File: src/rtl/exc_ctrl_if.sv
// MEM-stage / CP0 side bundle of the exception arbiter.
// master drives MEM and CP0 state; slave is the arbiter.
interface exc_ctrl_if;
  logic [5:0]  int_i;
  logic        timer_int_i;
  logic [31:0] status_i;
  logic [31:0] epc_i;
  logic        mem_valid_i;
  logic [31:0] mem_pc_i;
  logic        mem_delayslot_i;
  logic [31:0] mem_badaddr_i;
  logic        mem_syscall_i;
  logic        mem_break_i;
  logic        mem_ov_i;
  logic        mem_adel_i;
  logic        mem_ades_i;
  logic        mem_eret_i;
  logic        exc_int_o;
  logic        exc_syscall_o;
  logic        exc_break_o;
  logic        exc_ov_o;
  logic        exc_adel_o;
  logic        exc_ades_o;
  logic        eret_o;
  logic [31:0] exc_pc_o;
  logic        exc_delayslot_o;
  logic [31:0] exc_badaddr_o;
  logic        flush_o;
  logic        redirect_o;
  logic [31:0] redirect_pc_o;

  modport master (
    output int_i, timer_int_i, status_i, epc_i,
    output mem_valid_i, mem_pc_i, mem_delayslot_i,
    output mem_badaddr_i, mem_syscall_i, mem_break_i,
    output mem_ov_i, mem_adel_i, mem_ades_i, mem_eret_i,
    input  exc_int_o, exc_syscall_o, exc_break_o,
    input  exc_ov_o, exc_adel_o, exc_ades_o, eret_o,
    input  exc_pc_o, exc_delayslot_o, exc_badaddr_o,
    input  flush_o, redirect_o, redirect_pc_o
  );

  modport slave (
    input  int_i, timer_int_i, status_i, epc_i,
    input  mem_valid_i, mem_pc_i, mem_delayslot_i,
    input  mem_badaddr_i, mem_syscall_i, mem_break_i,
    input  mem_ov_i, mem_adel_i, mem_ades_i, mem_eret_i,
    output exc_int_o, exc_syscall_o, exc_break_o,
    output exc_ov_o, exc_adel_o, exc_ades_o, eret_o,
    output exc_pc_o, exc_delayslot_o, exc_badaddr_o,
    output flush_o, redirect_o, redirect_pc_o
  );
endinterface

File: src/rtl/exc_ctrl.sv
// Exception/interrupt arbiter between MEM and CP0.
// Picks one event by priority, pulses CP0, flushes, then redirects fetch.
module exc_ctrl #(
  parameter logic [31:0] EXC_VECTOR   = 32'hBFC00380,
  parameter int          FLUSH_CYCLES = 2,
  parameter int          SYNC_STAGES  = 2
) (
  input logic       clk,
  input logic       rst,
  exc_ctrl_if.slave bus
);

  localparam int CW = $clog2(FLUSH_CYCLES + 1);

  typedef enum logic [1:0] {
    IDLE,
    FLUSH,
    REDIR
  } state_e;

  state_e state_q, state_d;
  logic [SYNC_STAGES-1:0][5:0] sync_q, sync_d;
  logic [CW-1:0] cnt_q, cnt_d;
  // one-hot {int, adel, ades, ov, sys, bp, eret}
  logic [6:0]  pulse_q, pulse_d;
  logic        flush_q, flush_d;
  logic        redir_q, redir_d;
  logic [31:0] pc_q, pc_d;
  logic        ds_q, ds_d;
  logic [31:0] bad_q, bad_d;
  logic [31:0] tgt_q, tgt_d;

  logic [5:0] sync;
  logic [5:0] ip;
  logic       int_take;
  logic [6:0] sel;

  always_comb begin
    sync_d[0] = bus.int_i;
    for (int i = 1; i < SYNC_STAGES; i++) begin
      sync_d[i] = sync_q[i-1];
    end
    sync = sync_q[SYNC_STAGES-1];
    ip = {bus.timer_int_i | sync[5], sync[4:0]};
    int_take = bus.status_i[0] & ~bus.status_i[1]
             & (|(ip & bus.status_i[15:10]))
             & bus.mem_valid_i;
  end

  always_comb begin
    sel = '0;
    if (int_take) begin
      sel[6] = 1'b1;
    end else if (bus.mem_valid_i) begin
      if (bus.mem_adel_i)         sel[5] = 1'b1;
      else if (bus.mem_ades_i)    sel[4] = 1'b1;
      else if (bus.mem_ov_i)      sel[3] = 1'b1;
      else if (bus.mem_syscall_i) sel[2] = 1'b1;
      else if (bus.mem_break_i)   sel[1] = 1'b1;
      else if (bus.mem_eret_i)    sel[0] = 1'b1;
    end
  end

  always_comb begin
    state_d = state_q;
    cnt_d   = cnt_q;
    pulse_d = '0;
    flush_d = 1'b0;
    redir_d = 1'b0;
    pc_d    = pc_q;
    ds_d    = ds_q;
    bad_d   = bad_q;
    tgt_d   = tgt_q;
    unique case (state_q)
      IDLE: begin
        if (|sel) begin
          state_d = FLUSH;
          cnt_d   = CW'(FLUSH_CYCLES - 1);
          pulse_d = sel;
          flush_d = 1'b1;
          pc_d    = bus.mem_pc_i;
          ds_d    = bus.mem_delayslot_i;
          bad_d   = bus.mem_badaddr_i;
          // sel[0] can only win when nothing else is pending
          tgt_d   = sel[0] ? bus.epc_i : EXC_VECTOR;
        end
      end
      FLUSH: begin
        if (cnt_q == '0) begin
          state_d = REDIR;
          redir_d = 1'b1;
        end else begin
          cnt_d   = cnt_q - 1'b1;
          flush_d = 1'b1;
        end
      end
      REDIR: begin
        state_d = IDLE;
      end
      default: begin
        state_d = IDLE;
      end
    endcase
  end

  always_ff @(posedge clk or negedge rst) begin
    if (!rst) begin
      state_q <= IDLE;
      sync_q  <= '0;
      cnt_q   <= '0;
      pulse_q <= '0;
      flush_q <= 1'b0;
      redir_q <= 1'b0;
      pc_q    <= '0;
      ds_q    <= 1'b0;
      bad_q   <= '0;
      tgt_q   <= '0;
    end else begin
      state_q <= state_d;
      sync_q  <= sync_d;
      cnt_q   <= cnt_d;
      pulse_q <= pulse_d;
      flush_q <= flush_d;
      redir_q <= redir_d;
      pc_q    <= pc_d;
      ds_q    <= ds_d;
      bad_q   <= bad_d;
      tgt_q   <= tgt_d;
    end
  end

  assign bus.exc_int_o       = pulse_q[6];
  assign bus.exc_adel_o      = pulse_q[5];
  assign bus.exc_ades_o      = pulse_q[4];
  assign bus.exc_ov_o        = pulse_q[3];
  assign bus.exc_syscall_o   = pulse_q[2];
  assign bus.exc_break_o     = pulse_q[1];
  assign bus.eret_o          = pulse_q[0];
  assign bus.exc_pc_o        = pc_q;
  assign bus.exc_delayslot_o = ds_q;
  assign bus.exc_badaddr_o   = bad_q;
  assign bus.flush_o         = flush_q;
  assign bus.redirect_o      = redir_q;
  assign bus.redirect_pc_o   = tgt_q;

endmodule

File: src/flat_wrapper.sv
// flat-port wrapper written by rule: the top's interface ports become plain ports
module exc_ctrl_flat 
#(
  parameter logic [31:0] EXC_VECTOR   = 32'hBFC00380,
  parameter int          FLUSH_CYCLES = 2,
  parameter int          SYNC_STAGES  = 2
)
  (clk, rst, bus_int_i, bus_timer_int_i, bus_status_i, bus_epc_i, bus_mem_valid_i, bus_mem_pc_i, bus_mem_delayslot_i, bus_mem_badaddr_i, bus_mem_syscall_i, bus_mem_break_i, bus_mem_ov_i, bus_mem_adel_i, bus_mem_ades_i, bus_mem_eret_i, bus_exc_int_o, bus_exc_syscall_o, bus_exc_break_o, bus_exc_ov_o, bus_exc_adel_o, bus_exc_ades_o, bus_eret_o, bus_exc_pc_o, bus_exc_delayslot_o, bus_exc_badaddr_o, bus_flush_o, bus_redirect_o, bus_redirect_pc_o);
  exc_ctrl_if bus_i ();
  input logic clk;
  input logic rst;
  input wire logic [$bits(bus_i.int_i)-1:0] bus_int_i;
  input wire logic [$bits(bus_i.timer_int_i)-1:0] bus_timer_int_i;
  input wire logic [$bits(bus_i.status_i)-1:0] bus_status_i;
  input wire logic [$bits(bus_i.epc_i)-1:0] bus_epc_i;
  input wire logic [$bits(bus_i.mem_valid_i)-1:0] bus_mem_valid_i;
  input wire logic [$bits(bus_i.mem_pc_i)-1:0] bus_mem_pc_i;
  input wire logic [$bits(bus_i.mem_delayslot_i)-1:0] bus_mem_delayslot_i;
  input wire logic [$bits(bus_i.mem_badaddr_i)-1:0] bus_mem_badaddr_i;
  input wire logic [$bits(bus_i.mem_syscall_i)-1:0] bus_mem_syscall_i;
  input wire logic [$bits(bus_i.mem_break_i)-1:0] bus_mem_break_i;
  input wire logic [$bits(bus_i.mem_ov_i)-1:0] bus_mem_ov_i;
  input wire logic [$bits(bus_i.mem_adel_i)-1:0] bus_mem_adel_i;
  input wire logic [$bits(bus_i.mem_ades_i)-1:0] bus_mem_ades_i;
  input wire logic [$bits(bus_i.mem_eret_i)-1:0] bus_mem_eret_i;
  output wire logic [$bits(bus_i.exc_int_o)-1:0] bus_exc_int_o;
  output wire logic [$bits(bus_i.exc_syscall_o)-1:0] bus_exc_syscall_o;
  output wire logic [$bits(bus_i.exc_break_o)-1:0] bus_exc_break_o;
  output wire logic [$bits(bus_i.exc_ov_o)-1:0] bus_exc_ov_o;
  output wire logic [$bits(bus_i.exc_adel_o)-1:0] bus_exc_adel_o;
  output wire logic [$bits(bus_i.exc_ades_o)-1:0] bus_exc_ades_o;
  output wire logic [$bits(bus_i.eret_o)-1:0] bus_eret_o;
  output wire logic [$bits(bus_i.exc_pc_o)-1:0] bus_exc_pc_o;
  output wire logic [$bits(bus_i.exc_delayslot_o)-1:0] bus_exc_delayslot_o;
  output wire logic [$bits(bus_i.exc_badaddr_o)-1:0] bus_exc_badaddr_o;
  output wire logic [$bits(bus_i.flush_o)-1:0] bus_flush_o;
  output wire logic [$bits(bus_i.redirect_o)-1:0] bus_redirect_o;
  output wire logic [$bits(bus_i.redirect_pc_o)-1:0] bus_redirect_pc_o;
  assign bus_i.int_i = bus_int_i;
  assign bus_i.timer_int_i = bus_timer_int_i;
  assign bus_i.status_i = bus_status_i;
  assign bus_i.epc_i = bus_epc_i;
  assign bus_i.mem_valid_i = bus_mem_valid_i;
  assign bus_i.mem_pc_i = bus_mem_pc_i;
  assign bus_i.mem_delayslot_i = bus_mem_delayslot_i;
  assign bus_i.mem_badaddr_i = bus_mem_badaddr_i;
  assign bus_i.mem_syscall_i = bus_mem_syscall_i;
  assign bus_i.mem_break_i = bus_mem_break_i;
  assign bus_i.mem_ov_i = bus_mem_ov_i;
  assign bus_i.mem_adel_i = bus_mem_adel_i;
  assign bus_i.mem_ades_i = bus_mem_ades_i;
  assign bus_i.mem_eret_i = bus_mem_eret_i;
  assign bus_exc_int_o = bus_i.exc_int_o;
  assign bus_exc_syscall_o = bus_i.exc_syscall_o;
  assign bus_exc_break_o = bus_i.exc_break_o;
  assign bus_exc_ov_o = bus_i.exc_ov_o;
  assign bus_exc_adel_o = bus_i.exc_adel_o;
  assign bus_exc_ades_o = bus_i.exc_ades_o;
  assign bus_eret_o = bus_i.eret_o;
  assign bus_exc_pc_o = bus_i.exc_pc_o;
  assign bus_exc_delayslot_o = bus_i.exc_delayslot_o;
  assign bus_exc_badaddr_o = bus_i.exc_badaddr_o;
  assign bus_flush_o = bus_i.flush_o;
  assign bus_redirect_o = bus_i.redirect_o;
  assign bus_redirect_pc_o = bus_i.redirect_pc_o;
  exc_ctrl #(.EXC_VECTOR(EXC_VECTOR), .FLUSH_CYCLES(FLUSH_CYCLES), .SYNC_STAGES(SYNC_STAGES)) u_core (.clk(clk), .rst(rst), .bus(bus_i));
endmodule
File: config.mk
export PLATFORM = sky130hd
export DESIGN_NAME = exc_ctrl_flat
export DESIGN_NICKNAME = d
export VERILOG_FILES = /design/src/rtl/exc_ctrl_if.sv /design/src/rtl/exc_ctrl.sv /design/src/flat_wrapper.sv
export SDC_FILE = /design/constraint.sdc
export NUM_CORES = 1
export LEC_CHECK = 0
export BUFFER_PORTS_ARGS = -buffer_cell sky130_fd_sc_hd__buf_2
export CORE_UTILIZATION = 47
export DETAILED_ROUTE_END_ITERATION = 7
export GPL_TIMING_DRIVEN = 0
export PLACE_DENSITY = 0.91
export SYNTH_ARGS = -nofsm -noshare
export SYNTH_HDL_FRONTEND = slang
export SYNTH_SLANG_ARGS = --single-unit
File: constraint.sdc
create_clock -name clk -period 4.8 [get_ports clk]
set_input_delay 0.48 -clock clk [delete_from_list [all_inputs] [get_ports clk]]
set_output_delay 0.48 -clock clk [all_outputs]
set_load 0.03 [all_outputs]
==> run_results.csv, run 1 <==
group,metric,value,unit
outcome,status,"finished clean",
clock_tree,cts_made_buffers,17,
final_layout,layout-drive-gt1-share,62.87,%
final_layout,layout_common_cells,"232 x buf_2, 122 x dfrtp_1, 47 x mux2_2, 21 x a22o_1, 18 x mux2_4",
power,power,4.418,mW
critical_path,crit_type,"reg -> reg",
sta,slew_viol_final,0,
clock_tree,ctsHtreeMaxLevel,4,
drt,wl,10520,µm
critical_path,r2r_setup_slack,2.43,ns
synth,netlist-cell-type-count,34,
sta,clock-skew-final,0.01009,ns
drt,viasPerCell,4.925,
clock_tree,clockBufferDepth,2,
power,p_per_area,693.2,nW/µm²
power,ir_drop,0.4677,mV
sta,whs,0.06233,ns
synth,yosysWarnings,0,
floorplan,ios,251,
sta,worst_pin_slew,0.7761,ns
floorplan,die-area,9960,µm²
synth,syn_inst,277,
final_layout,antennaDiodeCount,0,
grt,track_usage,21.43,%
place,preCtsSetupSlack,2.208,ns
critical_path,end_kind,"flop",
hold_path,hp-class,"in -> async",
clock_tree,cts_tree,"done",
place,post-place-cells,633,
final_layout,layout_commonest_cell,"buf_2",
sta,fin_crit_sh,49.41,%
floorplan,fp.coreArea,9240,µm²
drt,firstDrtPassIters,4,
synth,synth_nets,423,
sta,finalSetupViolations,0,
grt,grt_pass1_wl,16480,µm
critical_path,start_kind,"flop",
place,place_congestion,0.7278,
drt,wl_per_cell,15.83,µm
clock_tree,cts.clk_slew.worst_paths,0.06,ns
critical_path,reg2regPathDepth,6,
floorplan,start_util,48.65,%
critical_path,regToRegEndpoint,"u_core.bus.redirect_pc_o[16]",
clock_tree,clkLatencyLatePin,0.49,ns
sta,fmax,421.7,MHz
sta,rsz0062_at_grt,"no",
critical_path,r2r_start,"u_core.sync[1]",
floorplan,die_w,99.80,µm
floorplan,die_h,99.80,µm
synth,post_synth.cell_area_avg,16.23,µm²
grt,antenna_found_initial,0,
drt,drtIter0Drc,72,
sta,finalSetupTns,0,ns
grt,grt_overflow,0,
critical_path,critPathMaxFanout,10,
floorplan,core.rowCount,35,
critical_path,crit_arrival,2.79,ns
grt,grt_pass1_vias,3400,
sta,timing.final.ws_setup,2.428,ns
final_layout,num-fill-cells,682,
clock_tree,cts.sinks,122,
clock_tree,hold_buffers,0,
drt,vias,3275,
drt,drtAntennaViolNets,0,
sta,max_slew_margin,48.26,%
synth,ys_seq_area_share,67.91,%
place,io_buffers,226,
final_layout,finalNetCount,669,
power,p_leak,3.223,nW
grt,grt_max_degree,63,
final_layout,layout.cells.non_filler,665,
place,dp_hpwl,7580,µm
drt,drc,0,
clock_tree,clockRootBuffer,"clkbuf_8",
clock_tree,cts_resized,0,
final_layout,area_growth,41.78,%
synth,yosys_register_bits,122,
sta,fin_crit,2.372,ns
clock_tree,cts_setup_buffers,0,
synth,syn_area,4496,µm²
critical_path,critical_path_required,5.22,ns
flow_run,maxCapViolations,0,
sta,hold_violations,0,
-- how the worst max path moves through the flow --
stage	to	slack, ns	cells past startpoint	from
after floorplan	u_core.bus.exc_badaddr_o[13]	2.49	7	bus_mem_ades_i
after global placement	u_core.bus.redirect_pc_o[4]	1.94	1	rst
after detailed placement	u_core.bus.exc_badaddr_o[15]	2.21	8	bus_mem_ades_i
after CTS	u_core.bus.redirect_pc_o[16]	2.43	6	u_core.sync[1]
after global routing	u_core.bus.redirect_pc_o[16]	2.36	6	u_core.sync[1]
final	u_core.bus.redirect_pc_o[16]	2.43	6	u_core.sync[1]
-- cell families (layout without fill, tap and decap cells) --
logic type,after synthesis,after routing,share of synthesized area [%]
adders and majority gates,1,1,0.2783
buffers and inverters,20,279,2.532
muxes,65,65,17.78
and+or+nand+nor,23,23,2.839
AOI/OAI and AO/OA,46,46,8.656
DFF,122,122,67.91
-- synthesized netlist by cell type --
library cell	instances	share of area [%]
nor3b_1	2	0.33
or2_1	1	0.14
nor3_1	3	0.33
nand2b_1	1	0.14
and2_1	1	0.14
buf_6	4	1.0
a21oi_1	1	0.11
buf_2	7	0.78
a22o_1	21	4.1
a222oi_1	1	0.22
or4_4	1	0.25
o31a_1	1	0.19
clkbuf_1	4	0.33
o32ai_1	1	0.19
o31ai_1	1	0.17
nand2_1	6	0.50
a22oi_1	1	0.17
nand3b_1	1	0.17
a21o_1	1	0.17
dfrtp_1	122	68
a31oi_1	1	0.14
ha_1	1	0.28
mux2_2	47	12
nor4b_1	1	0.19
nor2_1	4	0.33
mux2_4	18	6.0
a21boi_0	2	0.33
o311ai_1	1	0.19
a21bo_2	1	0.22
nor4_1	1	0.14
o22a_1	12	2.3
o21ai_0	1	0.11
inv_1	5	0.42
or4_1	1	0.17
-- critical path, stage by stage (launching register included) --
cell and delay [ns]:
dfrtp_1 0.37, a222oi_1 0.39, a31oi_1 0.27, or4_1 0.68, inv_1 0.15, buf_2 0.24
a22o_1 0.21
-- routing by layer --
layer	wire length, µm	track usage (%)	vias to the layer above
li1	-	-	1503
met3	688	5.989	13
met4	110	6.674	0
met5	0	0	-
met2	5614	37.82	138
met1	4110	25.45	1621
-- state kept, by name (all words and copies together) (netlist names) --
signal	cells
u_core.sync	6
u_core.cnt_q	2
u_core.bus.exc_delayslot_o	1
u_core.state_q	2
u_core.bus.redirect_pc_o	32
u_core.pulse_q	7
u_core.bus.flush_o	1
u_core.bus.redirect_o	1
u_core.bus.exc_badaddr_o	32
u_core.bus.exc_pc_o	32
u_core.sync_d	6
-- cell type report --
class                           count  area [µm²]  area share [%]
Sequential cell                   122        3053           47.90
Multi-Input combinational cell    135        1329           20.85
Timing Repair Buffer              227        1161           18.22
Clock buffer                       17       414.1           6.498
Tap cell                          129       161.4           2.532
Clock inverter                     15       141.4           2.218
Buffer                             15       95.09           1.492
Inverter                            5       18.77          0.2945
-- through the flow --
step	utilization [%]	instance area, µm²
after floorplan	-	4496
after global placement	62.64	5788
after detailed placement	62.97	5818
after CTS	68.98	6374
after global routing	68.98	6374
final	68.98	6374
-- power breakdown --
part,internal [mW],total (mW),switching [mW]
Sequential,1.35,1.51,0.160
Combinational,0.681,1.73,1.05
Clock,0.696,1.17,0.478
(Power assumes the default switching activity.)
==> run 2: changes to the inputs <==
--- a/config.mk
+++ b/config.mk
@@ -5,11 +5,12 @@
 export SDC_FILE = /design/constraint.sdc
 export NUM_CORES = 1
 export LEC_CHECK = 0
+export ABC_AREA = 1
 export BUFFER_PORTS_ARGS = -buffer_cell sky130_fd_sc_hd__buf_2
-export CORE_UTILIZATION = 47
+export CORE_UTILIZATION = 45
 export DETAILED_ROUTE_END_ITERATION = 7
 export GPL_TIMING_DRIVEN = 0
-export PLACE_DENSITY = 0.91
+export PLACE_DENSITY = 0.87
 export SYNTH_ARGS = -nofsm -noshare
 export SYNTH_HDL_FRONTEND = slang
 export SYNTH_SLANG_ARGS = --single-unit
==> constraint.sdc (replaced) <==
create_clock -name clk -period 2.2 [get_ports clk]
set_input_delay 0.22 -clock clk [delete_from_list [all_inputs] [get_ports clk]]
set_output_delay 0.22 -clock clk [all_outputs]
set_load 0.03 [all_outputs]
==> run_results.csv, run 2 <==
group,metric,value,unit
synth,yosysWarnings,0,
clock_tree,cts_tree,"done",
final_layout,antennaDiodeCount,0,
clock_tree,clockBufferDepth,2,
sta,fmax,488.9,MHz
clock_tree,hold_buffers,104,
sta,slew_viol_final,0,
clock_tree,cts.clk_slew.worst_paths,0.06,ns
critical_path,crit_arrival,2.48,ns
hold_path,hold_end,"u_core.bus.redirect_pc_o[28]",
clock_tree,clockRootBuffer,"clkbuf_8",
synth,ys_seq_area_share,64.35,%
power,p_leak,4.359,nW
place,place_area,6080,µm²
place,dp_hpwl,8678,µm
sta,worst_pin_slew,0.5698,ns
critical_path,end_kind,"flop",
hold_path,holdPathStages,3,
synth,synthMostInstantiatedCell,"nand2_1",
floorplan,fp.coreArea,10280,µm²
synth,yosys_register_bits,122,
power,ir_drop,1.027,mV
grt,grt_pass1_vias,5097,
outcome,status,"finished clean",
drt,drtAntennaViolNets,0,
synth,synth_area_leaders,"dfrtp_1 64%, nand2_1 18%, nand3_1 7.2%",
sta,whs,0.02694,ns
clock_tree,clkLatencyLatePin,0.50,ns
hold_path,hp-start,"bus_epc_i[28]",
place,io_buffers,226,
critical_path,critPathMaxFanout,10,
synth,post_synth.cell_area_avg,9.267,µm²
drt,vias,4960,
critical_path,path_buf_inv,2,
synth,postSynth.topFlopCell,"dfrtp_1",
grt,grt_pass1_wl,24970,µm
power,p_per_area,1374,nW/µm²
synth,synth_edf_count,0,
drt,drc,0,
floorplan,die_h,104.7,µm
synth,syn_inst,512,
sta,hold_violations,0,
place,place_congestion,0.7935,
critical_path,reg2regPathDepth,5,
synth,yosys.area.top_type,"dfrtp_1",
floorplan,core.rowCount,37,
drt,viasPerCell,4.906,
sta,finalSetupViolations,0,
critical_path,r2r_setup_slack,0.15,ns
sta,max_slew_margin,62.01,%
sta,rsz0062_at_grt,"no",
critical_path,r2r_start,"u_core.state_q[1]",
floorplan,start_util,46.17,%
drt,wl,15710,µm
synth,syn_area,4745,µm²
final_layout,layout_commonest_cell,"buf_2",
synth,synthArstFlopShare,100.0,%
final_layout,fin_area,7730,µm²
drt,firstDrtPassIters,5,
power,power,10.62,mW
grt,track_usage,29.86,%
final_layout,post-route-util,75.21,%
final_layout,finalNetCount,1009,
clock_tree,cts_made_buffers,17,
sta,clock-skew-final,0.008074,ns
clock_tree,ctsHtreeMaxLevel,4,
hold_path,hp-class,"in -> reg",
grt,antenna_found_initial,0,
critical_path,critical_path_required,2.64,ns
final_layout,layout_common_cells,"236 x buf_2, 226 x nand2_1, 122 x dfrtp_1, 105 x dlygate4sd3_1, 68 x nand3_1",
clock_tree,cts.sinks,122,
floorplan,ios,251,
critical_path,crit_path_frequent_cell,"clkbuf_1",
drt,drtIter0Drc,334,
final_layout,area_growth,62.92,%
critical_path,crit_type,"reg -> reg",
critical_path,path_cells,"nor2_2 > clkbuf_1 > clkbuf_1 > nand3_1 > nand2_1",
grt,grt_max_degree,63,
synth,netlist-cell-type-count,19,
critical_path,crit_path_top_delay_cell,"clkbuf_1",
critical_path,start_kind,"flop",
critical_path,crit_path_max_incr_delay,0.49,ns
synth,synth_nets,658,
drt,wl_per_cell,15.54,µm
flow_run,maxCapViolations,0,
clock_tree,cts_setup_buffers,0,
floorplan,die_w,104.7,µm
final_layout,layout-drive-gt1-share,32.23,%
final_layout,num-fill-cells,672,
sta,fin_crit_sh,92.98,%
sta,fin_crit,2.046,ns
floorplan,die-area,10960,µm²
synth,synth_top_cell_area_share,64.35,%
clock_tree,cts_resized,0,
critical_path,cp_top_family,"buffers and inverters",
grt,grt_overflow,0,
synth,yosys-top-cells-count,"226 x nand2_1, 122 x dfrtp_1, 68 x nand3_1, 26 x nor2_1, 13 x inv_1",
critical_path,regToRegEndpoint,"u_core.bus.exc_badaddr_o[23]",
run 2: cell types whose count changed after synthesis, moves of 8 or more:
| cell | before | now |
|---|---|---|
| a22o_1 | 21 | 0 |
| inv_1 | 5 | 13 |
| mux2_2 | 47 | 0 |
| mux2_4 | 18 | 0 |
| nand2_1 | 6 | 226 |
| nand3_1 | 0 | 68 |
| nor2_1 | 4 | 26 |
| o21ai_0 | 1 | 12 |
| o22a_1 | 12 | 0 |
run 2: through the flow:
step | setup TNS, ns | instances | worst slack [ns]
2_1_floorplan | 0 | 512 | 0.7749
3_3_place_gp | -69.30 | 874 | -0.5756
3_5_place_dp | 0 | 875 | 0.2362
4_1_cts | 0 | 1010 | 0.2299
5_1_grt | 0 | 1011 | 0.01523
6_report | 0 | 1011 | 0.1544
run 2: cell families after synthesis:
family | after synthesis | share of synthesized area, %
buffers and inverters | 44 | 5.195
flip-flops | 122 | 64.35
AND/OR/NAND/NOR | 331 | 28.61
AO/OA/AOI/OAI | 14 | 1.582
adder cells (fa/ha/maj) | 1 | 0.2637
run 2: tightest hold or removal path: stages:
cell     delay [ns]
buf_2          0.09
nor2_1         0.04
o21ai_0        0.14
run 2: layout make-up:
cell class	instances	area, µm²	share of cell area [%]
well taps	136	170.2	2.201
multi-input cells	346	1445	18.70
repair buffers	332	2216	28.67
clock buffers	23	456.7	5.908
flip-flops and latches	122	3053	39.50
inverters	15	56.30	0.7284
clock inverters	8	142.6	1.845
plain buffers	29	190.2	2.460
run 2: how the worst max path moves through the flow:
stage                      start                           end  slack (ns)  cells past startpoint
3_5_place_dp   u_core.state_q[1]  u_core.bus.exc_badaddr_o[29]        0.24                      5
6_report       u_core.state_q[1]  u_core.bus.exc_badaddr_o[23]        0.15                      5
4_1_cts        u_core.state_q[1]  u_core.bus.exc_badaddr_o[29]        0.23                      5
2_1_floorplan     u_core.sync[5]   u_core.bus.exc_badaddr_o[0]        0.77                     12
5_1_grt        u_core.state_q[1]  u_core.bus.exc_badaddr_o[23]        0.02                      5
3_3_place_gp                 rst       u_core.bus.exc_pc_o[25]       -0.58                      1
run 2: where the power goes:
| part | leakage (nW) | internal [mW] | switching, mW |
|---|---|---|---|
| sequential | 1.53 | 3.02 | 0.418 |
| clock | 0.292 | 1.89 | 0.931 |
| combinational | 2.53 | 1.29 | 3.08 |
run 2: routing by layer:
layer  part of all wire (%)  global-route usage [%]  routed length [µm]  vias to the layer above
met3                    6.4                   8.110                1011                       53
met2                     53                   52.93                8259                      262
met5                      0                       0                   0                        -
met4                    3.5                   15.09                 555                        0
met1                     37                   32.83                5881                     2328
li1                       -                       -                   -                     2317
==> run 3: changes to the inputs <==
--- a/config.mk
+++ b/config.mk
@@ -7,10 +7,10 @@
 export LEC_CHECK = 0
 export ABC_AREA = 1
 export BUFFER_PORTS_ARGS = -buffer_cell sky130_fd_sc_hd__buf_2
-export CORE_UTILIZATION = 45
+export CORE_UTILIZATION = 48
 export DETAILED_ROUTE_END_ITERATION = 7
 export GPL_TIMING_DRIVEN = 0
-export PLACE_DENSITY = 0.87
+export PLACE_DENSITY = 0.92
 export SYNTH_ARGS = -nofsm -noshare
 export SYNTH_HDL_FRONTEND = slang
 export SYNTH_SLANG_ARGS = --single-unit
==> constraint.sdc (replaced) <==
create_clock -name clk -period 2.6 [get_ports clk]
set_input_delay 0.26 -clock clk [delete_from_list [all_inputs] [get_ports clk]]
set_output_delay 0.26 -clock clk [all_outputs]
set_load 0.03 [all_outputs]
==> run_results.csv, run 3 (synthesized netlist as in run 2, its figures left out) <==
group,metric,value,unit
hold_path,hp-start,"bus_mem_pc_i[24]",
critical_path,critical_path_required,3.03,ns
final_layout,ff_latch_area,3053,µm²
drt,vias,4943,
power,p_switching,3.846,mW
power,switching_share,42.83,%
critical_path,r2r_start,"u_core.state_q[1]",
power,clkPwrFrac,26.5,%
floorplan,die-area,10290,µm²
outcome,status,"finished clean",
floorplan,core.rowCount,35,
final_layout,layout_common_cells,"236 x buf_2, 226 x nand2_1, 122 x dfrtp_1, 77 x dlygate4sd3_1, 68 x nand3_1",
hold_path,holdPathStages,3,
final_layout,finalNetCount,981,
clock_tree,clockBufferDepth,2,
final_layout,num-fill-cells,575,
grt,antenna_found_initial,0,
clock_tree,cts.clk_slew.worst_paths,0.06,ns
drt,drc,0,
drt,wl,15440,µm
grt,grt_pass1_vias,4985,
sta,whs,0.02211,ns
clock_tree,cts.sinks,122,
clock_tree,clkLatencyLatePin,0.49,ns
drt,firstDrtPassIters,8,
power,comb_power_share,41.0,%
drt,viasPerCell,5.059,
clock_tree,cts_made_buffers,17,
sta,fin_crit_sh,77.23,%
final_layout,antennaDiodeCount,0,
final_layout,layout_commonest_cell,"buf_2",
final_layout,layout-drive-gt1-share,33.84,%
final_layout,multi_input_area,1445,µm²
sta,fmax,498.0,MHz
power,p_leak,4.238,nW
sta,rsz0062_at_grt,"no",
drt,wl_per_cell,15.80,µm
grt,grt_overflow,0,
sta,worst_pin_slew,0.6007,ns
hold_path,hold_end,"u_core.bus.exc_pc_o[24]",
flow_run,maxCapViolations,0,
floorplan,ios,251,
drt,drtAntennaViolNets,0,
clock_tree,ctsHtreeMaxLevel,4,
sta,max_slew_margin,59.95,%
critical_path,crit_arrival,2.44,ns
clock_tree,cts_setup_buffers,0,
place,place_congestion,0.8214,
floorplan,die_h,101.4,µm
grt,grt_max_degree,77,
critical_path,reg2regPathDepth,5,
place,post-place-cells,868,
power,p_seq_share,32.6,%
final_layout,post-route-util,79.12,%
place,dp_hpwl,8881,µm
clock_tree,cts_tree,"done",
power,p_per_area,1205,nW/µm²
grt,track_usage,30.21,%
sta,clock-skew-final,0.009627,ns
floorplan,start_util,50.39,%
critical_path,r2r_setup_slack,0.59,ns
power,ir_drop,0.7211,mV
final_layout,layout.cells.non_filler,977,
sta,hold_violations,0,
sta,slew_viol_final,0,
clock_tree,cts_resized,0,
hold_path,hp-class,"in -> reg",
clock_tree,clockRootBuffer,"clkbuf_8",
drt,drtIter0Drc,218,
critical_path,start_kind,"flop",
final_layout,fin_area,7450,µm²
place,io_buffers,226,
sta,fin_crit,2.008,ns
floorplan,fp.coreArea,9415,µm²
grt,grt_pass1_wl,23320,µm
sta,finalSetupViolations,0,
power,p_int,5.133,mW
critical_path,regToRegEndpoint,"u_core.bus.exc_badaddr_o[19]",
critical_path,crit_type,"reg -> reg",
critical_path,critPathMaxFanout,10,
place,place_area,6071,µm²
final_layout,area_growth,57.01,%
power,power,8.978,mW
floorplan,die_w,101.4,µm
critical_path,end_kind,"flop",
==> run 3: cell types whose count changed in the layout (fill, tap and decap cells not counted) <==
| cell | change |
|---|---|
| clkinv_2 | -1 |
| clkinv_4 | +2 |
| inv_6 | +3 |
| clkinvlp_4 | +2 |
| bufinv_16 | -1 |
| clkbuf_1 | -4 |
| dlygate4sd3_1 | -28 |
==> run 3: stage by stage <==
| step | TNS [ns] | worst slack [ns] |
|---|---|---|
| finish | 0 | 0.5920 |
| global route | 0 | 0.4533 |
| CTS | 0 | 0.6795 |
| detailed placement | 0 | 0.6822 |
| global placement | -21.36 | -0.1816 |
| floorplan | 0 | 1.175 |
==> run 3: routing by layer <==
layer  vias up  track usage (%)  routed length [µm]
met2       304            55.26                8093
met1      2335            32.06                5619
met4         0            12.82                 460
met5         -                0                   0
met3        48            9.524                1266
li1       2256                -                   -
==> run 3: critical path, cell delays in order (launching register included) <==
cell	delay [ns]
dfrtp_1	0.42
nor2_2	0.29
clkbuf_1	0.51
clkbuf_1	0.44
nand3_1	0.17
nand2_1	0.11
==> run 3: worst max path at each step <==
stage                           start                            to  slack (ns)
floorplan              u_core.sync[5]   u_core.bus.exc_badaddr_o[0]        1.17
global placement                  rst       u_core.bus.exc_pc_o[30]       -0.18
detailed placement  u_core.state_q[1]  u_core.bus.exc_badaddr_o[20]        0.68
CTS                 u_core.state_q[1]  u_core.bus.exc_badaddr_o[20]        0.68
global route        u_core.state_q[1]  u_core.bus.exc_badaddr_o[19]        0.45
finish              u_core.state_q[1]  u_core.bus.exc_badaddr_o[19]        0.59
==> run 3: what timing repair did <==
action	4_1_cts	5_1_grt
hold buffers	75	2
setup endpoints to repair	0	0
endpoints found under the hold margin	120	2
==> run 3: power groups by stage <==
stage               clock network [mW]  registers (mW)  logic, mW
detailed placement                   0            2.89       3.50
CTS                               2.39            2.88       3.59
global placement                     0            2.87       3.40
finish                            2.38            2.92       3.68
floorplan                            0            4.11       1.14
global route                      2.49            2.98       3.98
==> run 3: final cells by class <==
cell class | count | area share, %
buffer | 29 | 2.553
clock buffer | 19 | 5.929
tap | 129 | 2.167
sequential | 122 | 40.98
timing repair buffer | 304 | 25.98
inverter | 15 | 0.7558
multi-input combinational | 346 | 19.40
clock inverter | 13 | 2.234
